$ cat config.mk
export PLATFORM = sky130hd
export DESIGN_NAME = de0_step_clock_gen
export DESIGN_NICKNAME = d
export VERILOG_FILES = /design/src/rtl/de0_step_clock_gen.sv
export SDC_FILE = /design/constraint.sdc
export NUM_CORES = 1
export LEC_CHECK = 0
export CAP_MARGIN = 10
export CORE_UTILIZATION = 64
export CTS_BUF_LIST = sky130_fd_sc_hd__clkbuf_16
export DETAILED_ROUTE_END_ITERATION = 8
export GPL_TIMING_DRIVEN = 0
export PLACE_DENSITY_LB_ADDON = 0.2
export SETUP_SLACK_MARGIN = 0.1
export SLEW_MARGIN = 20
export SYNTH_ARGS = -nofsm -noshare
export SYNTH_HDL_FRONTEND = slang
export SYNTH_SLANG_ARGS = --single-unit
$ cat constraint.sdc
create_clock -name clock -period 6.5 [get_ports clock]
set_clock_uncertainty 0.15 [all_clocks]
set_input_delay 0.975 -clock clock [delete_from_list [all_inputs] [get_ports clock]]
set_output_delay 0.975 -clock clock [all_outputs]
set_load 0.05 [all_outputs]
$ cat src/rtl/de0_step_clock_gen.sv
// Debounced single-step / free-run datapath clock generator for the DE0 harness.
// Optional STEP_BURST_EN adds burst_len: each press yields burst_len+1 pulses.
module de0_step_clock_gen #(
  parameter int unsigned DEBOUNCE_CYCLES = 500000,
  parameter int unsigned PULSE_CYCLES    = 4,
  parameter int unsigned RUN_HALF        = 12500000,
  parameter int unsigned CNT_W           = 16
) (
  input  logic             clock,
  input  logic             reset,
  input  logic             button_n,
  input  logic             run_sw,
`ifdef STEP_BURST_EN
  input  logic [3:0]       burst_len,
`endif
  output logic             dp_clock,
  output logic             step_pulse,
  output logic [CNT_W-1:0] cycle_count,
  output logic             busy
);

  localparam int unsigned DBW = (DEBOUNCE_CYCLES > 1) ? $clog2(DEBOUNCE_CYCLES) : 1;
  localparam int unsigned PW  = (PULSE_CYCLES > 1) ? $clog2(PULSE_CYCLES) : 1;
  localparam int unsigned RW  = (RUN_HALF > 1) ? $clog2(RUN_HALF) : 1;
  localparam logic [DBW-1:0] DB_LAST    = DBW'(DEBOUNCE_CYCLES - 1);
  localparam logic [PW-1:0]  PULSE_LAST = PW'(PULSE_CYCLES - 1);
  localparam logic [RW-1:0]  RUN_LAST   = RW'(RUN_HALF - 1);

  typedef enum logic [1:0] {IDLE, HIGH, LOW, WAIT_REL} state_t;

  state_t          state, next_state;
  logic            btn_s1, btn_s2, run_s1, run_s2;
  logic            db_level, press_evt;
  logic [DBW-1:0]  db_cnt;
  logic            mode_run, mode_run_d, mode_change;
  logic [RW-1:0]   div_cnt, div_cnt_d;
  logic            run_toggle;
  logic [PW-1:0]   pulse_cnt, pulse_cnt_d;
  logic [3:0]      burst_left, burst_left_d, burst_load;
  logic            dp_clock_d, step_pulse_d, busy_d;

`ifdef STEP_BURST_EN
  assign burst_load = burst_len;
`else
  assign burst_load = '0;
`endif

  always_ff @(posedge clock or negedge reset) begin
    if (!reset) begin
      btn_s1 <= 1'b1;
      btn_s2 <= 1'b1;
      run_s1 <= 1'b0;
      run_s2 <= 1'b0;
    end else begin
      btn_s1 <= button_n;
      btn_s2 <= btn_s1;
      run_s1 <= run_sw;
      run_s2 <= run_s1;
    end
  end

  // db_level is 1 when released; press_evt strobes on the accepted release->press flip.
  always_ff @(posedge clock or negedge reset) begin
    if (!reset) begin
      db_level  <= 1'b1;
      db_cnt    <= '0;
      press_evt <= 1'b0;
    end else begin
      press_evt <= 1'b0;
      if (btn_s2 != db_level) begin
        if (db_cnt == DB_LAST) begin
          db_level  <= btn_s2;
          db_cnt    <= '0;
          press_evt <= ~btn_s2;
        end else begin
          db_cnt <= db_cnt + DBW'(1);
        end
      end else begin
        db_cnt <= '0;
      end
    end
  end

  // Mode may only change while dp_clock is low and no pulse or burst is in flight.
  assign mode_change = !dp_clock && (state == IDLE || state == WAIT_REL) && (run_s2 != mode_run);

  always_ff @(posedge clock or negedge reset) begin
    if (!reset) begin
      state       <= IDLE;
      mode_run    <= 1'b0;
      div_cnt     <= '0;
      pulse_cnt   <= '0;
      burst_left  <= '0;
      dp_clock    <= 1'b0;
      step_pulse  <= 1'b0;
      busy        <= 1'b0;
      cycle_count <= '0;
    end else begin
      state      <= next_state;
      mode_run   <= mode_run_d;
      div_cnt    <= div_cnt_d;
      pulse_cnt  <= pulse_cnt_d;
      burst_left <= burst_left_d;
      dp_clock   <= dp_clock_d;
      step_pulse <= step_pulse_d;
      busy       <= busy_d;
      if (step_pulse_d) cycle_count <= cycle_count + CNT_W'(1);
    end
  end

  always_comb begin
    next_state   = state;
    mode_run_d   = mode_run;
    div_cnt_d    = div_cnt;
    pulse_cnt_d  = pulse_cnt;
    burst_left_d = burst_left;
    run_toggle   = 1'b0;
    if (mode_change) begin
      mode_run_d = run_s2;
      div_cnt_d  = '0;
      if (run_s2) next_state = IDLE;
      else        next_state = db_level ? IDLE : WAIT_REL;
    end else if (mode_run) begin
      next_state = IDLE;
      if (div_cnt == RUN_LAST) begin
        div_cnt_d  = '0;
        run_toggle = 1'b1;
      end else begin
        div_cnt_d = div_cnt + RW'(1);
      end
    end else begin
      unique case (state)
        IDLE: begin
          if (press_evt) begin
            next_state   = HIGH;
            pulse_cnt_d  = '0;
            burst_left_d = burst_load;
          end
        end
        HIGH: begin
          if (pulse_cnt == PULSE_LAST) begin
            pulse_cnt_d = '0;
            next_state  = (burst_left != '0) ? LOW : WAIT_REL;
          end else begin
            pulse_cnt_d = pulse_cnt + PW'(1);
          end
        end
        LOW: begin
          if (pulse_cnt == PULSE_LAST) begin
            pulse_cnt_d  = '0;
            burst_left_d = burst_left - 4'd1;
            next_state   = HIGH;
          end else begin
            pulse_cnt_d = pulse_cnt + PW'(1);
          end
        end
        WAIT_REL: begin
          if (db_level) next_state = IDLE;
        end
        default: next_state = IDLE;
      endcase
    end
  end

  always_comb begin
    dp_clock_d   = 1'b0;
    step_pulse_d = 1'b0;
    busy_d       = 1'b0;
    if (mode_run && !mode_change) begin
      dp_clock_d   = dp_clock ^ run_toggle;
      step_pulse_d = run_toggle & ~dp_clock;
    end else begin
      dp_clock_d   = (next_state == HIGH);
      step_pulse_d = (next_state == HIGH) && (state != HIGH);
      busy_d       = (next_state != IDLE);
    end
  end

endmodule

Word level (Yosys, flattened, before mapping)
Cells that the tools add are included.
W data, S select, Z words.
{ "totals": {"regBits": 77, "input_bits": 4, "out_inout_bits": 19, "wordCells": 85} }
{ "classes": {"addsub": 5, "eq_ne": 12, "muxes": 29, "bitwise_logic": 6, "n_reduce_logical": 17} }
{ "op_table": {"columns": ["cell", "n"], "rows": [
  ["$mux W24", 3],
  ["$mux W19", 2],
  ["$add A24 B1 Y24 const B", 1],
  ["$eq A24 B24 Y1 const B", 1],
  ["$mux W2", 10],
  ["$add A19 B1 Y19 const B", 1],
  ["$eq A19 B19 Y1 const B", 1],
  ["$add A16 B1 Y16 const B", 1],
  ["$mux W1", 9],
  ["$mux W4", 2],
  ["$pmux W2 S4", 1],
  ["$pmux W4 S2", 1],
  ["$reduce_bool A2 Y1", 4],
  ["$eq A2 B2 Y1 const B", 3],
  ["$reduce_and A5 Y1", 1],
  ["$eq A2 B1 Y1 const B", 2],
  ["$logic_and A1 B1 Y1", 4],
  ["$ne A2 B2 Y1 const B", 2],
  ["$not A1 Y1", 4],
  ["$pmux W2 S2", 1],
  ["$reduce_and A4 Y1", 1],
  ["$reduce_bool A4 Y1", 1],
  ["$sub A4 B1 Y4 const B", 1],
  ["$add A2 B1 Y2 const B", 1],
  ["9 further kinds", 11]
]} }

Longest topological paths before layout
{ "logic_depth": {"word_depth": 9, "depth_mapped": 9, "depth_no_buf": 9} }

Worst setup path after synthesis
OpenSTA, ideal clock, no wires.
{ "synth_timing": {"path_kind": "reg2reg", "start": "register state[0]", "end": "register cycle_count[6]", "setup_ns": 0.144, "arrival_ns": 2.182, "required_ns": 6.206, "setup_slack_ns": 4.025, "stages_incl_launch_ff": 10, "path_buffers": 0, "synth_period_minus_slack_ns": 2.475, "cell_sequence": "dfrtp_1 -> inv_1 -> ha_1 -> nor2_1 -> a21oi_1 -> a31oi_1 -> a32oi_2 -> inv_1 -> and3_1 -> xor2_1"} }
{ "synth_via": {"elab_chain_cells": 8, "elab_cells_between_ends": 22, "cone_classes": "5 x eq/ne; 9 x mux; 1 x bitwise; 7 x reduce/logical"} }
{ "synth_rtl": {"columns": ["item", "line", "text"], "rows": [
  ["start: declaration", "31", "state_t state, next_state;"],
  ["start signal: assignment", "99", "state <= next_state;"],
  ["parallel branches: the longest is 7 deep, another holds $pmux W2 S4", null, null],
  ["$mux W1 *", "169", "if (mode_run && !mode_change) begin"],
  ["named net step_pulse_d", "40", "logic dp_clock_d, step_pulse_d, busy_d;"],
  ["end signal: assignment", "107", "if (step_pulse_d) cycle_count <= cycle_count + CNT_W'(1);"],
  ["end: declaration", "18", "output logic [CNT_W-1:0] cycle_count,"]
]} }
Mark *: on every way through the listed nets, which the timed path passes.
A chain may end at the register's enable or synchronous reset.

Final worst setup path
Same ends and word-level chain as after synthesis.

==> results.ini <==
[finish]
nFillCells=390
seq_area_sq_um=1930
multiInputGateArea_sq_um=1880
final_area_sq_um=4570
fin_cells=514
final_nets=450
final_layout_size_suffix_gt1_share_pct=7.06
final_util_pct=77.2
antennaDiodeCount=0
area_growth_pct=16.7

[synthesis]
synth.most_common_cell=dfrtp_1
synth-simple-area-share_pct=22.3
yosys-top-cells-area=dfrtp_1, o21ai_0, xor2_1
synth-xor-area-share_pct=7.37
yosys_warnings=0
ys.flop_type=dfrtp_1
synth_area_leader_cell=dfrtp_1
ys_ff_latch=77
synthAdderAreaFrac_pct=3.51
syn_nets=416
synth-async-reset-ratio_pct=100
synth_cell_types=49
synthTopCellsByCount=dfrtp_1, o21ai_0, nor2_1
yosysSeqAreaShare_pct=49.2
synth_top_family_by_area=simple AND/OR/NAND/NOR gates
syn_inst=401
synth_compound_area_share_pct=13.9
avgSynthCellArea_sq_um=9.78
synth-edff-count=0
synthMuxAreaShare_pct=0.862
netlist_area_sq_um=3920
yosysTopAreaCellShare_pct=47.2

[worst_setup_path]
cp_max_fo=6
required_ns=6.57
path_common_cell=inv_1
slowest_stage=a21oi_1
end_kind=register
cp_top_family=compound AO/OA/AOI/OAI gates
arrival_ns=3.25
cp_num_buf_inv=2
worstSetupPathType=register to register
crit_chain=inv_1 -> ha_1 -> nor2_1 -> a21oi_1 -> a31oi_1 -> a32oi_2 -> inv_1 -> and3_1 -> xor2_1
cp-start-kind=register
max_stage_delay_ns=0.49

[drt]
ant_nets=0
vias=3218
wire_per_inst_microns=16.6
drt-total-wl_microns=8560
drtIter0Drc=205
drc_errors=0
firstDrtPassIters=5
post_drt_via_cell_ratio=6.26

[clock_network]
numCtsBuffers=9
clockBufferDepth=2
cts_sinks=77
cts_tree=done
post-cts-setup-buffers=0
cts_root_buffer=clkbuf_16
clk_pin_slew_worst_paths_ns=0.06
cts.htree.levels=3
cts_resized=0
insertion_delay_ns=0.33
ctsHoldBuffers=0

[timing]
relSlewSlack_pct=61.8
fin_hold_ws_ns=0.198
hold_viol_final=0
fin_crit_sh_pct=49.0
final-max-slew-violation-count=0
rsz0062_at_grt=no
worst_pin_slew_ns=0.568
fmax_mhz=314
fin_crit_ns=3.18
finalSetupViolCount=0
tns_ns=0

[global_route]
grt-ovfl-total=0
grtUsageMet3_pct=6.93
grt_use_met1_pct=36.5
grt_max_degree=47
grt_pass1_vias=3163
grt.met2_usage_pct=49.5
grt_pass1_wl_microns=14400
track_usage_pct=29.3
antenna_found_initial=0
busiest_layer=met2

[place]
port_buffers=22
post_dp_cell_area_sq_um=4260
gp_congestion=0.912
dp.cells=499
hpwl_microns=5670

[floorplanning]
dieArea_sq_um=6440
die_x_microns=80.3
rows=28
die_y_microns=80.3
ios=23
core-area_sq_um=5920
start_util_pct=66.2

[pwr]
p_int_mw=1.06
irDropWorstVdd_mv=0.263
seq_power_share_pct=35.1
p_leak_nw=2.00
combPwrFrac_pct=33.2
powerDensity_nw_per_um2=368
switchingPower_mw=0.626
clkPwrFrac_pct=31.7
swShare_pct=37.2

[flow_run]
max-cap-violations=0

[worst_hold_path]
hp-class=register to register

[outcome]
status=completed

logic make-up after synthesis:
family / after synthesis
multiplexers: 3
AND/OR/NAND/NOR: 168
XOR/XNOR: 33
buffers and inverters: 26
adder cells (fa/ha/maj): 11
AO/OA/AOI/OAI: 83
flip-flops: 77
state kept, by name, indices dropped and copies added, names as in the netlist:
name / flops
btn_s1: 1
btn_s2: 1
burst_left: 4
busy: 1
cycle_count: 16
db_cnt: 19
db_level: 1
div_cnt: 24
dp_clock: 1
mode_run: 1
press_evt: 1
pulse_cnt: 2
run_s1: 1
run_s2: 1
state: 2
step_pulse: 1
per-stage QoR:
stage                     power (mW)  setup slack, ns
after detailed placement        1.15             3.41
after floorplan                0.982             4.02
final                           1.68             3.32
after global placement          1.12             1.73
after global routing            1.77             3.13
after CTS                       1.68             3.38
area by class of cell:
class | count | area share (%)
buffer | 14 | 1.40
tap | 75 | 2.05
clock inverter | 6 | 1.94
clock buffer | 9 | 4.92
inverter | 12 | 0.985
sequential | 77 | 42.2
timing repair buffer | 23 | 5.36
multi-input combinational | 298 | 41.1
metal layers:
metal	part of all wire [%]	wire length, microns
met1	45	3860
met2	49	4210
met3	4.4	373
met4	1.4	118
met5	0	0
power groups by stage:
stage | registers (mW) | clock network, mW | logic, mW
6_report | 0.592 | 0.533 | 0.559
5_1_grt | 0.598 | 0.558 | 0.614
4_1_cts | 0.591 | 0.538 | 0.555
3_5_place_dp | 0.599 | 0 | 0.549
3_3_place_gp | 0.594 | 0 | 0.528
2_1_floorplan | 0.654 | 0 | 0.328
final timing paths:
kind | start | end | slack, ns | cells after the start
setup reg to reg | state[0] | cycle_count[6] | 3.32 | 9
max in group asynchronous | reset | btn_s1 | 5.15 | 2
hold reg to reg | run_s1 | run_s2 | 0.20 | 0
setup / recovery | state[0] | cycle_count[6] | 3.32 | 9
min in group asynchronous | reset | db_cnt[7] | 0.44 | 1
hold / removal | run_s1 | run_s2 | 0.20 | 0
cells in the final DEF, fill, tap and decap left out, types with 3 or more instances in the layout:
| cell type | n |
|---|---|
| nor3_1 | 13 |
| a21oi_1 | 7 |
| xor2_1 | 22 |
| ha_1 | 11 |
| clkbuf_16 | 9 |
| nor2_1 | 38 |
| a22o_1 | 5 |
| dfstp_2 | 3 |
| and4_1 | 4 |
| mux2_2 | 3 |
| clkdlybuf4s50_1 | 21 |
| nor4_1 | 4 |
| nand4_1 | 11 |
| o21ai_0 | 39 |
| nor2b_1 | 5 |
| nand3_1 | 26 |
| xnor2_1 | 11 |
| a21o_1 | 3 |
| a31oi_1 | 7 |
| nand2b_1 | 3 |
| clkbuf_1 | 10 |
| nand2_1 | 36 |
| inv_1 | 13 |
| dfrtp_1 | 74 |
| o41ai_1 | 3 |
| o31ai_1 | 8 |
| nor4b_1 | 5 |
| and3_1 | 8 |
| nor3b_1 | 3 |
Power figures use the tool's default switching activity.
